[src/rtl/eth_evt_collect.sv]
// Debounced rising-event collector: filters a synchronized level, counts qualified rising
// events with saturation, and raises sticky pending/overflow flags with a maskable irq.
module eth_evt_collect #(
  parameter int unsigned FILT  = 2,
  parameter int unsigned CNT_W = 8
) (
  input  logic             clk,
  input  logic             reset,
  input  logic             sync_in,
  input  logic             clr,
  input  logic             mask,
  output logic             evt_pulse,
  output logic [CNT_W-1:0] evt_cnt,
  output logic             pending,
  output logic             overflow,
  output logic             irq
);

  localparam logic [3:0]       FiltQ  = 4'(FILT);
  localparam logic [CNT_W-1:0] CntMax = '1;
  localparam logic [CNT_W-1:0] CntOne = CNT_W'(1);

  typedef enum logic [1:0] {
    StLow,
    StRise,
    StHigh,
    StFall
  } state_e;

  state_e     state;
  logic [3:0] qcnt;
  logic [3:0] qcnt_inc;
  logic       fire;

  assign qcnt_inc = qcnt + 4'd1;

  // Only qualification from the low side produces an event; FALL -> HIGH never fires.
  always_comb begin
    fire = 1'b0;
    if (sync_in) begin
      if ((state == StLow) && (FiltQ == 4'd1)) fire = 1'b1;
      if ((state == StRise) && (qcnt_inc == FiltQ)) fire = 1'b1;
    end
  end

  always_ff @(posedge clk or posedge reset) begin
    if (reset) begin
      state     <= StLow;
      qcnt      <= 4'd0;
      evt_pulse <= 1'b0;
      evt_cnt   <= '0;
      pending   <= 1'b0;
      overflow  <= 1'b0;
    end else begin
      evt_pulse <= fire;

      case (state)
        StLow: begin
          if (sync_in) begin
            if (FiltQ == 4'd1) begin
              state <= StHigh;
              qcnt  <= 4'd0;
            end else begin
              state <= StRise;
              qcnt  <= 4'd1;
            end
          end
        end
        StRise: begin
          if (sync_in) begin
            if (qcnt_inc == FiltQ) begin
              state <= StHigh;
              qcnt  <= 4'd0;
            end else begin
              qcnt <= qcnt_inc;
            end
          end else begin
            state <= StLow;
            qcnt  <= 4'd0;
          end
        end
        StHigh: begin
          if (!sync_in) begin
            if (FiltQ == 4'd1) begin
              state <= StLow;
              qcnt  <= 4'd0;
            end else begin
              state <= StFall;
              qcnt  <= 4'd1;
            end
          end
        end
        StFall: begin
          if (!sync_in) begin
            if (qcnt_inc == FiltQ) begin
              state <= StLow;
              qcnt  <= 4'd0;
            end else begin
              qcnt <= qcnt_inc;
            end
          end else begin
            state <= StHigh;
            qcnt  <= 4'd0;
          end
        end
        default: begin
          state <= StLow;
          qcnt  <= 4'd0;
        end
      endcase

      // A coincident event beats clr: the cleared count restarts at one.
      if (fire) begin
        pending <= 1'b1;
        if (clr) begin
          evt_cnt  <= CntOne;
          overflow <= 1'b0;
        end else if (evt_cnt == CntMax) begin
          overflow <= 1'b1;
        end else begin
          evt_cnt <= evt_cnt + CntOne;
        end
      end else if (clr) begin
        evt_cnt  <= '0;
        pending  <= 1'b0;
        overflow <= 1'b0;
      end
    end
  end

  assign irq = pending & ~mask;

endmodule

[config.mk]
export PLATFORM = sky130hd
export DESIGN_NAME = eth_evt_collect
export DESIGN_NICKNAME = d
export VERILOG_FILES = /design/src/rtl/eth_evt_collect.sv
export SDC_FILE = /design/constraint.sdc
export NUM_CORES = 1
export LEC_CHECK = 0
export BUFFER_PORTS_ARGS = -buffer_cell sky130_fd_sc_hd__buf_2
export CAP_MARGIN = 20
export CELL_PAD_IN_SITES_DETAIL_PLACEMENT = 2
export CELL_PAD_IN_SITES_GLOBAL_PLACEMENT = 2
export CORE_MARGIN = 2
export CORE_UTILIZATION = 29
export DETAILED_ROUTE_END_ITERATION = 16
export MAX_ROUTING_LAYER = met4
export PLACE_DENSITY = 0.77
export SYNTH_ARGS = -nofsm -noshare
export SYNTH_HDL_FRONTEND = slang
export SYNTH_SLANG_ARGS = --single-unit
[constraint.sdc]
create_clock -name clk -period 1.8 [get_ports clk]
set_input_delay 0.18 -clock clk [delete_from_list [all_inputs] [get_ports clk]]
set_output_delay 0.18 -clock clk [all_outputs]
set_load 0.01 [all_outputs]
## After elaboration in Yosys (flattened, before gate mapping)

Cells that the tools add are included.

| word-level totals | value |
|---|---|
| output and inout bits | 12 |
| register bits | 17 |
| input bits | 5 |
| word-level logic and storage cells | 52 |

| cells by class | value |
|---|---|
| bitwise logic cells | 2 |
| reductions and logical operators | 8 |
| equal/unequal tests | 10 |
| add/sub/neg operators | 2 |
| mux-type cells | 24 |

Operators by type and width:

| kind | count |
|---|---|
| two-way mux 8 bit | 4 |
| two-way mux 4 bit | 5 |
| case mux 4 bit (4 select lines) | 1 |
| two-way mux 2 bit | 6 |
| adder 8 x 1 -> 8 bit, second input constant | 1 |
| == test 8 bit, second input constant | 1 |
| case mux 2 bit (4 select lines) | 1 |
| two-way mux 1 bit | 7 |
| inequality test 2 bit, second input constant | 3 |
| AND reduction 2 bit | 3 |
| adder 4 x 1 -> 4 bit, second input constant | 1 |
| == test 2 bit, second input constant | 2 |
| == test 4 x 2 -> 1 bit, second input constant | 1 |
| AND reduction 4 bit | 1 |
| nonzero test 2 bit | 2 |
| inequality test 3 x 2 -> 1 bit, second input constant | 1 |
| inequality test 3 bit, second input constant | 1 |
| == test 2 x 1 -> 1 bit, second input constant | 1 |
| logical NOT 2 bit | 1 |
| AND 1 bit | 1 |
| logical AND 1 bit | 1 |
| NOT 1 bit | 1 |

## Depth between registers and ports, before layout

Gate-level depths: netlist of the first run.

| logic depth | value |
|---|---|
| word-level depth | 7 |
| mapped depth | 7 |

## Worst setup path after synthesis of the first run

No wires, ideal clock.

| path | value |
|---|---|
| kind | reg2reg |
| start point | reg qcnt[0] |
| end point | reg (tool-made name) |
| period minus slack after synthesis | 1818 ps |
| slack | -18 ps |
| stages on the path, launching flop included | 7 |
| data required time | 1673 ps |
| path buffers | 0 |
| arrival time | 1690 ps |
| cells stage by stage | dfrtp_1 > ha_1 > a21boi_0 > a211o_1 > and2_1 > and3_1 > mux2_1 |

RTL lines:

| item | RTL line | RTL |
|---|---|---|
| start: declaration | 31 | `logic [3:0] qcnt;` |
| start signal: assignment | 75 | `qcnt <= qcnt_inc;` |
| start signal: assignment | 99 | `qcnt <= qcnt_inc;` |

==> summary.md, run 1 <==
| Metric | Value |
|---|---|
| Status | complete, but fails checks |
| Failing checks | negative hold slack, negative setup slack |
| Worst path bufs/invs | 0 |
| Total number of vias | ~900 |
| Worst path max stage delay | about 0.46 ns |
| Core area | slightly above 0.003 mm2 |
| Initial antenna violation count | 0 |
| Synth top area share | 0.455 |
| Combinational power share | 0.538 |
| CTS max path bufs | 2 |
| Predominant post-synthesis flop cell | dfrtp_1 |
| Yosys warns | 0 |
| Finished Layout Cells | around 180 |
| Inserted Clock Buffers | 3 |
| Fillers | roughly 350 |
| Final TNS setup | -0.113 ns |
| DRC | 0 |
| Switching pwr | between 0.6 and 0.7 mW |
| Cts hold-fix bufs | 0 |
| Routed Antenna Nets | 0 |
| Crit path required time | 1.99 ns |
| Final Hold Violating Endpoints | 17 |
| P per Cell Area | around 1200 mW/mm2 |
| Top cells by area, synth | dfrtp_1 (46%), ha_1 (4.0%), o21ai_0 (3.7%), a21oi_1 (3.2%), nand3_1 (3.2%) |
| Final slew viol count | 0 |
| WL per Instance | 17.7 um |
| Final setup vio count | 3 |
| Most frequent cell after synthesis | dfrtp_1 |
| Post-route clock period utilization | 1.05 |
| Library cells used by synthesis | 38 |
| IO Pins | 17 |
| Syn nets | 106 |
| Cell family with most CP delay | compound AO/OA/AOI/OAI gates |
| Crit start category | flop |
| Crit path from | qcnt[1] |
| Largest area contributor in the netlist | dfrtp_1 |
| Relative slew slack | 0.535 |
| Top cells by count, synth | dfrtp_1 (17), nand2_1 (8), inv_1 (7), o21ai_0 (7) |
| Synth async-reset ratio | 1.00 |
| Min cycle time layout | between 1.5 and 2 ns |
| Die height | around 60 um |
| Worst vdd rail ir drop | 0.511 mV |
| LEAKAGE | 0.613 nW |
| Sw Ratio | 0.392 |
| Flops & latches, synth | 17 |
| Synthesized area per cell | between 9 and 10 um2 |
| RSZ-0062 raised after global routing | yes |
| CTS sink count | 17 |
| Register area share after synthesis | 0.455 |
| Port bufs | 16 |
| Crit. End Element | flop |
| Number of global-route vias before repair | ~1.0k |
| Largest net degree at the start of global routing | 18 |
| Root Buffer | clkbuf_4 |
| Final Cell Area | 0.00134 mm2 |
| Cells after Synth | slightly below 100 |
| Setup CP Type | reg -> reg |
| F_max | 531 MHz |
| Vias/cell | roughly 5.0 |
| Clock power frac | 0.130 |
| Die X | roughly 61 um |
| Total number of H-tree levels | 1 |
| Sequential Power Share | 0.332 |
| Mapped Area | 935 um2 |
| Clock skew | 0.00351 ns |
| Fin nets | ~140 |
| MaxCap Viol Count | 0 |
| Initial core utilization | 0.306 |
| Final GP Congestion | about 0.8 |
| DP Area | approximately 0.0011 mm2 |
| Final setup margin | -0.0822 ns |
| Skew-Pair Late Insertion Delay | 0.29 ns |
| Critical path cell sequence | ha_4 -> a21boi_4 -> a211o_1 -> and2_4 -> and3_4 -> mux2_4 |
| CTS tree | yes |
| Layout area overhead | 43.1% |
| DP Cell Count | between 150 and 200 |
| Hold Path Class | in -> async |
| Fin Hold WS | -0.0243 ns |
| Die area | 0.00369 mm2 |
| Final WL | approximately 3100 um |
| Pre-CTS WS | -0.124 ns |
| Grt ovf | 0 |
| Actual slew at the worst max-slew pin | approximately 0.7 ns |
| RR Startpoint | qcnt[1] |
| Slowest cell on crit path | dfrtp_2 |
| Int Pwr | ~1.0 mW |
| Critical Path AT | about 2.1 ns |
| Iter 0 DRT Violations | 13 |
| GRT Overall Usage | 0.202 |
| ANT cells | 0 |
| First-pass GRT wire length | just over 5000 um |
| DRT Pass-1 Iters | 4 |
| Max Fanout on Critical Path | 4 |
| Number of synthesized flops with an enable pin | 0 |
| Share of cells above drive strength 1 | 0.463 |
| Row cnt | 20 |
| Worst-path clk slew | roughly 0.11 ns |
| HPWL Detailed | around 2200 um |
==> stage by stage <==
stage,util,power [mW]
2_1_floorplan,-,0.857
5_1_grt,0.438,1.76
3_3_place_gp,0.374,1.05
3_5_place_dp,0.374,1.13
4_1_cts,0.421,1.57
6_report,0.438,1.65
==> registers in the layout, indices dropped and copies added (netlist names), named ones only <==
name / flops
evt_cnt: 8
evt_pulse: 1
overflow: 1
pending: 1
qcnt: 4
state: 1
==> power groups by stage <==
stage	clock [mW]	sequential, mW	combinational [mW]
finish	0.214	0.548	0.887
floorplan	0	0.537	0.320
global route	0.235	0.559	0.968
CTS	0.220	0.536	0.810
detailed placement	0	0.533	0.602
global placement	0	0.525	0.526
==> layer usage <==
metal	vias to the layer above	wire length [um]	global-route usage
met3	6	66	0.0192
met1	457	1180	0.205
met2	18	1860	0.396
met4	0	40	0.0652
li1	415	-	-
met5	-	0	-
==> final timing paths <==
| kind | depth (start not counted) | slack [ns] | to |
|---|---|---|---|
| max | 6 | -0.08 | flop |
| min reg2reg | 2 | 0.60 | pending |
| max in group asynchronous | 2 | 1.34 | qcnt[0] |
| min in group clk | 3 | 0.18 | evt_cnt[7] |
| min | 2 | -0.02 | asynchronous set/reset pin |
| max reg2reg | 6 | -0.08 | flop |
==> logic make-up (layout without fill, tap and decap cells) <==
family          count (synthesis)  after routing  share of synthesized area
mux                             2              2                     0.0228
buf+inv                        11             47                     0.0589
compound gates                 21             21                      0.139
flops                          17             17                      0.455
xor+xnor                        4              4                     0.0375
fa+ha+maj                       3              3                     0.0402
simple gates                   40             40                      0.246
==> timing repair <==
item | 4_1_cts | 5_1_grt
gates resized for setup | 16 | 10
cloned | 0 | 0
endpoints found under the setup margin | 8 | 11
pin swaps | 8 | 7
buffers inserted | 6 | 1
==> layout make-up <==
| class | instances | area, um2 | area share |
|---|---|---|---|
| Sequential cell | 17 | 428 | 0.320 |
| Multi-Input combinational cell | 70 | 561 | 0.419 |
| Inverter | 7 | 26.3 | 0.0196 |
| Clock buffer | 4 | 26.3 | 0.0196 |
| Tap cell | 44 | 55.1 | 0.0412 |
| Timing Repair Buffer | 36 | 241 | 0.181 |
==> cell usage in the layout, fill, tap and decap left out, drive strengths merged, types with 4 or more instances in the layout <==
master   n
buf     36
or3      4
a21oi    6
inv      7
o21ai    8
nand2    9
dfrtp   17
nor2     5
clkbuf   4
nand3    6
No activity file was read; power rests on OpenSTA's default activity.
==> run 2: changes to the inputs <==
ABC_AREA = 1   (was default)
CORE_UTILIZATION = 28   (was 29)
==> summary.md, run 2 <==
| Metric | Value |
|---|---|
| Skew-Pair Late Insertion Delay | 0.25 ns |
| Final slew viol count | 0 |
| Iter 0 DRT Violations | 26 |
| Initial core utilization | 0.285 |
| Layout area overhead | 18.1% |
| Cts hold-fix bufs | 0 |
| Reg-to-reg setup timing slack | between 0.3 and 0.4 ns |
| Crit start category | flop |
| Mapped Area | just over 0.001 mm2 |
| Pre-CTS WS | ~0.29 ns |
| Flops & latches, synth | 17 |
| Final setup margin | a little over 0.3 ns |
| CTS sink count | 17 |
| Total number of H-tree levels | 1 |
| CTS max path bufs | 2 |
| Share of cells above drive strength 1 | 0.267 |
| Synth top area share | 0.414 |
| Stages on the worst setup path | 10 |
| DP Cell Count | ~190 |
| Number of global-route vias before repair | ~1.0k |
| Top cells by count, synth | nand2_1 (39), inv_1 (19), dfrtp_1 (17) |
| Crit path required time | between 1.5 and 2 ns |
| Finished Layout Cells | ~200 |
| F_max | 668 MHz |
| Met3 wire length | ~75 um |
| MaxCap Viol Count | 0 |
| Routed Antenna Nets | 0 |
| P per Cell Area | 1040 mW/mm2 |
| Yosys warns | 0 |
| Initial antenna violation count | 0 |
| DR top layer | met4 |
| Top cells by area, synth | dfrtp_1 (41%), nand2_1 (14%), inv_1 (6.9%), nand4_1 (5.5%), nand2_4 (4.4%) |
| First-pass GRT wire length | 4690 um |
| Final Hold Violating Endpoints | 0 |
| Post-cts resize count | 0 |
| Most frequent cell after synthesis | nand2_1 |
| Row cnt | 22 |
| Cell family with most CP delay | simple AND/OR/NAND/NOR gates |
| Worst-path clk slew | approximately 0.07 ns |
| DRT Pass-1 Iters | 4 |
| Max Fanout on Critical Path | 8 |
| Post-route clock period utilization | 0.832 |
| RR Startpoint | qcnt[0] |
| Final TNS setup | 0 ns |
| HPWL Detailed | roughly 2100 um |
| Slowest cell on crit path | dfrtp_1 |
| Largest area contributor in the netlist | dfrtp_1 |
| Final setup vio count | 0 |
| Critical path cell sequence | ha_1 -> inv_1 -> nand2_1 -> nand2_4 -> nor2_8 -> nand3_2 -> nand2_2 -> nand2_4 -> nand2_1 -> nand2_1 |
| Most common cell after layout, fill and taps aside | nand2_1 |
| Fin nets | approximately 160 |
| Largest register by flop count | evt_cnt |
| Final GP Congestion | 0.710 |
| Synth async-reset ratio | 1.00 |
| Inserted Clock Buffers | 3 |
| RSZ-0062 raised after global routing | no |
| Crit path from | qcnt[0] |
| Worst vdd rail ir drop | 0.514 mV |
| GRT Overall Usage | 0.148 |
| Die X | 64.6 um |
| Total number of vias | about 900 |
| Predominant post-synthesis flop cell | dfrtp_1 |
| Worst path bufs/invs | 1 |
| CTS tree | yes |
| Post-Route M1 WL | about 1200 um |
| Finished Core Util | 0.337 |
| Core area | 0.00361 mm2 |
| Largest net degree at the start of global routing | 18 |
| IO Pins | 17 |
| Crit path to | evt_cnt[2] |
| Register area share after synthesis | 0.414 |
| ANT cells | 0 |
| Syn nets | about 140 |
| Final WL | roughly 2600 um |
| DRC | 0 |
| Worst r2r dst | evt_cnt[2] |
| Vias/cell | between 4 and 5 |
| Fin Hold WS | 0.0303 ns |
| Relative slew slack | 0.529 |
| Largest regs | evt_cnt (8), qcnt (4) |
| WL met2 | between 1000 and 1500 um |
| Synthesized area per cell | around 8 um2 |
| Min cycle time layout | about 1.5 ns |
| Crit. End Element | flop |
| Root Buffer | clkbuf_8 |
| Hold Path Class | in -> async |
| Port bufs | 16 |
| Library cells used by synthesis | 22 |
| FF-to-FF path depth | 10 |
| Setup CP Type | reg -> reg |
| Most frequent cells in the layout | nand2_1 (39), inv_1 (19), dfrtp_1 (17) |
| Setup bufs post-CTS | 0 |
| Grt ovf | 0 |
| LEAKAGE | between 0.6 and 0.7 nW |
| Clock skew | 0.00555 ns |
| Most Frequent Cell on Critical Path | nand2_1 |
| Max FFs per register | 8 |
| WL per Instance | between 10 and 15 um |
| Critical Path AT | 1.64 ns |
| Die area | roughly 0.0042 mm2 |
| Cells after Synth | 130 |
| Status | complete, no violations |
| Actual slew at the worst max-slew pin | 0.706 ns |
| Die height | around 65 um |
| Number of synthesized flops with an enable pin | 0 |
| Worst path max stage delay | about 0.43 ns |
[run 2: cell count changes after synthesis, moves of 5 or more]
cell,before,now
nand2_1,8,39
nand4_1,1,9
a21oi_1,6,0
o21ai_0,7,2
inv_1,7,19
[run 2: layout make-up]
class                           instances  area, um2
Sequential cell                        17        425
Clock buffer                            3       41.3
Multi-Input combinational cell         90        515
Tap cell                               48       60.1
Timing Repair Buffer                   16       80.1
Clock inverter                          1       5.00
Inverter                               23       86.3
Fill cell                             435       2390
[run 2: kinds of logic after synthesis]
group | count (synthesis) | share of synthesized area
AND/OR/NAND/NOR | 77 | 0.408
adder cells (fa/ha/maj) | 3 | 0.0365
XOR/XNOR | 1 | 0.00853
flip-flops | 17 | 0.414
AO/OA/AOI/OAI | 9 | 0.0487
buffers and inverters | 23 | 0.0840
[run 2: metrics by stage]
step / cell area, um2 / power (mW)
finish: 1210 / 1.27
global route: 1210 / 1.38
CTS: 1210 / 1.29
detailed placement: 1170 / 0.995
global placement: 1170 / 0.966
floorplan: 1030 / 0.868
[run 2: metal layers]
metal  up-vias  global-route usage
met4         0              0.0319
met5         -                   -
met1       435               0.191
met2        16               0.246
li1        451                   -
met3         2              0.0226
[run 2: power by group]
| group | leakage (nW) | internal [mW] | switching (mW) |
|---|---|---|---|
| Combinational | 0.418 | 0.161 | 0.289 |
| Clock | 0.0255 | 0.153 | 0.136 |
| Sequential | 0.231 | 0.449 | 0.0773 |
[run 2: how the worst min path moves through the flow]
stage / slack [ns] / depth (start not counted) / startpoint / end
2_1_floorplan: 0.11 / 1 / reset / asynchronous set/reset pin
3_3_place_gp: 0.32 / 2 / reset / qcnt[2]
3_5_place_dp: 0.35 / 2 / reset / evt_pulse
4_1_cts: 0.06 / 2 / reset / evt_pulse
5_1_grt: 0.08 / 2 / reset / evt_pulse
6_report: 0.03 / 2 / reset / evt_cnt[6]
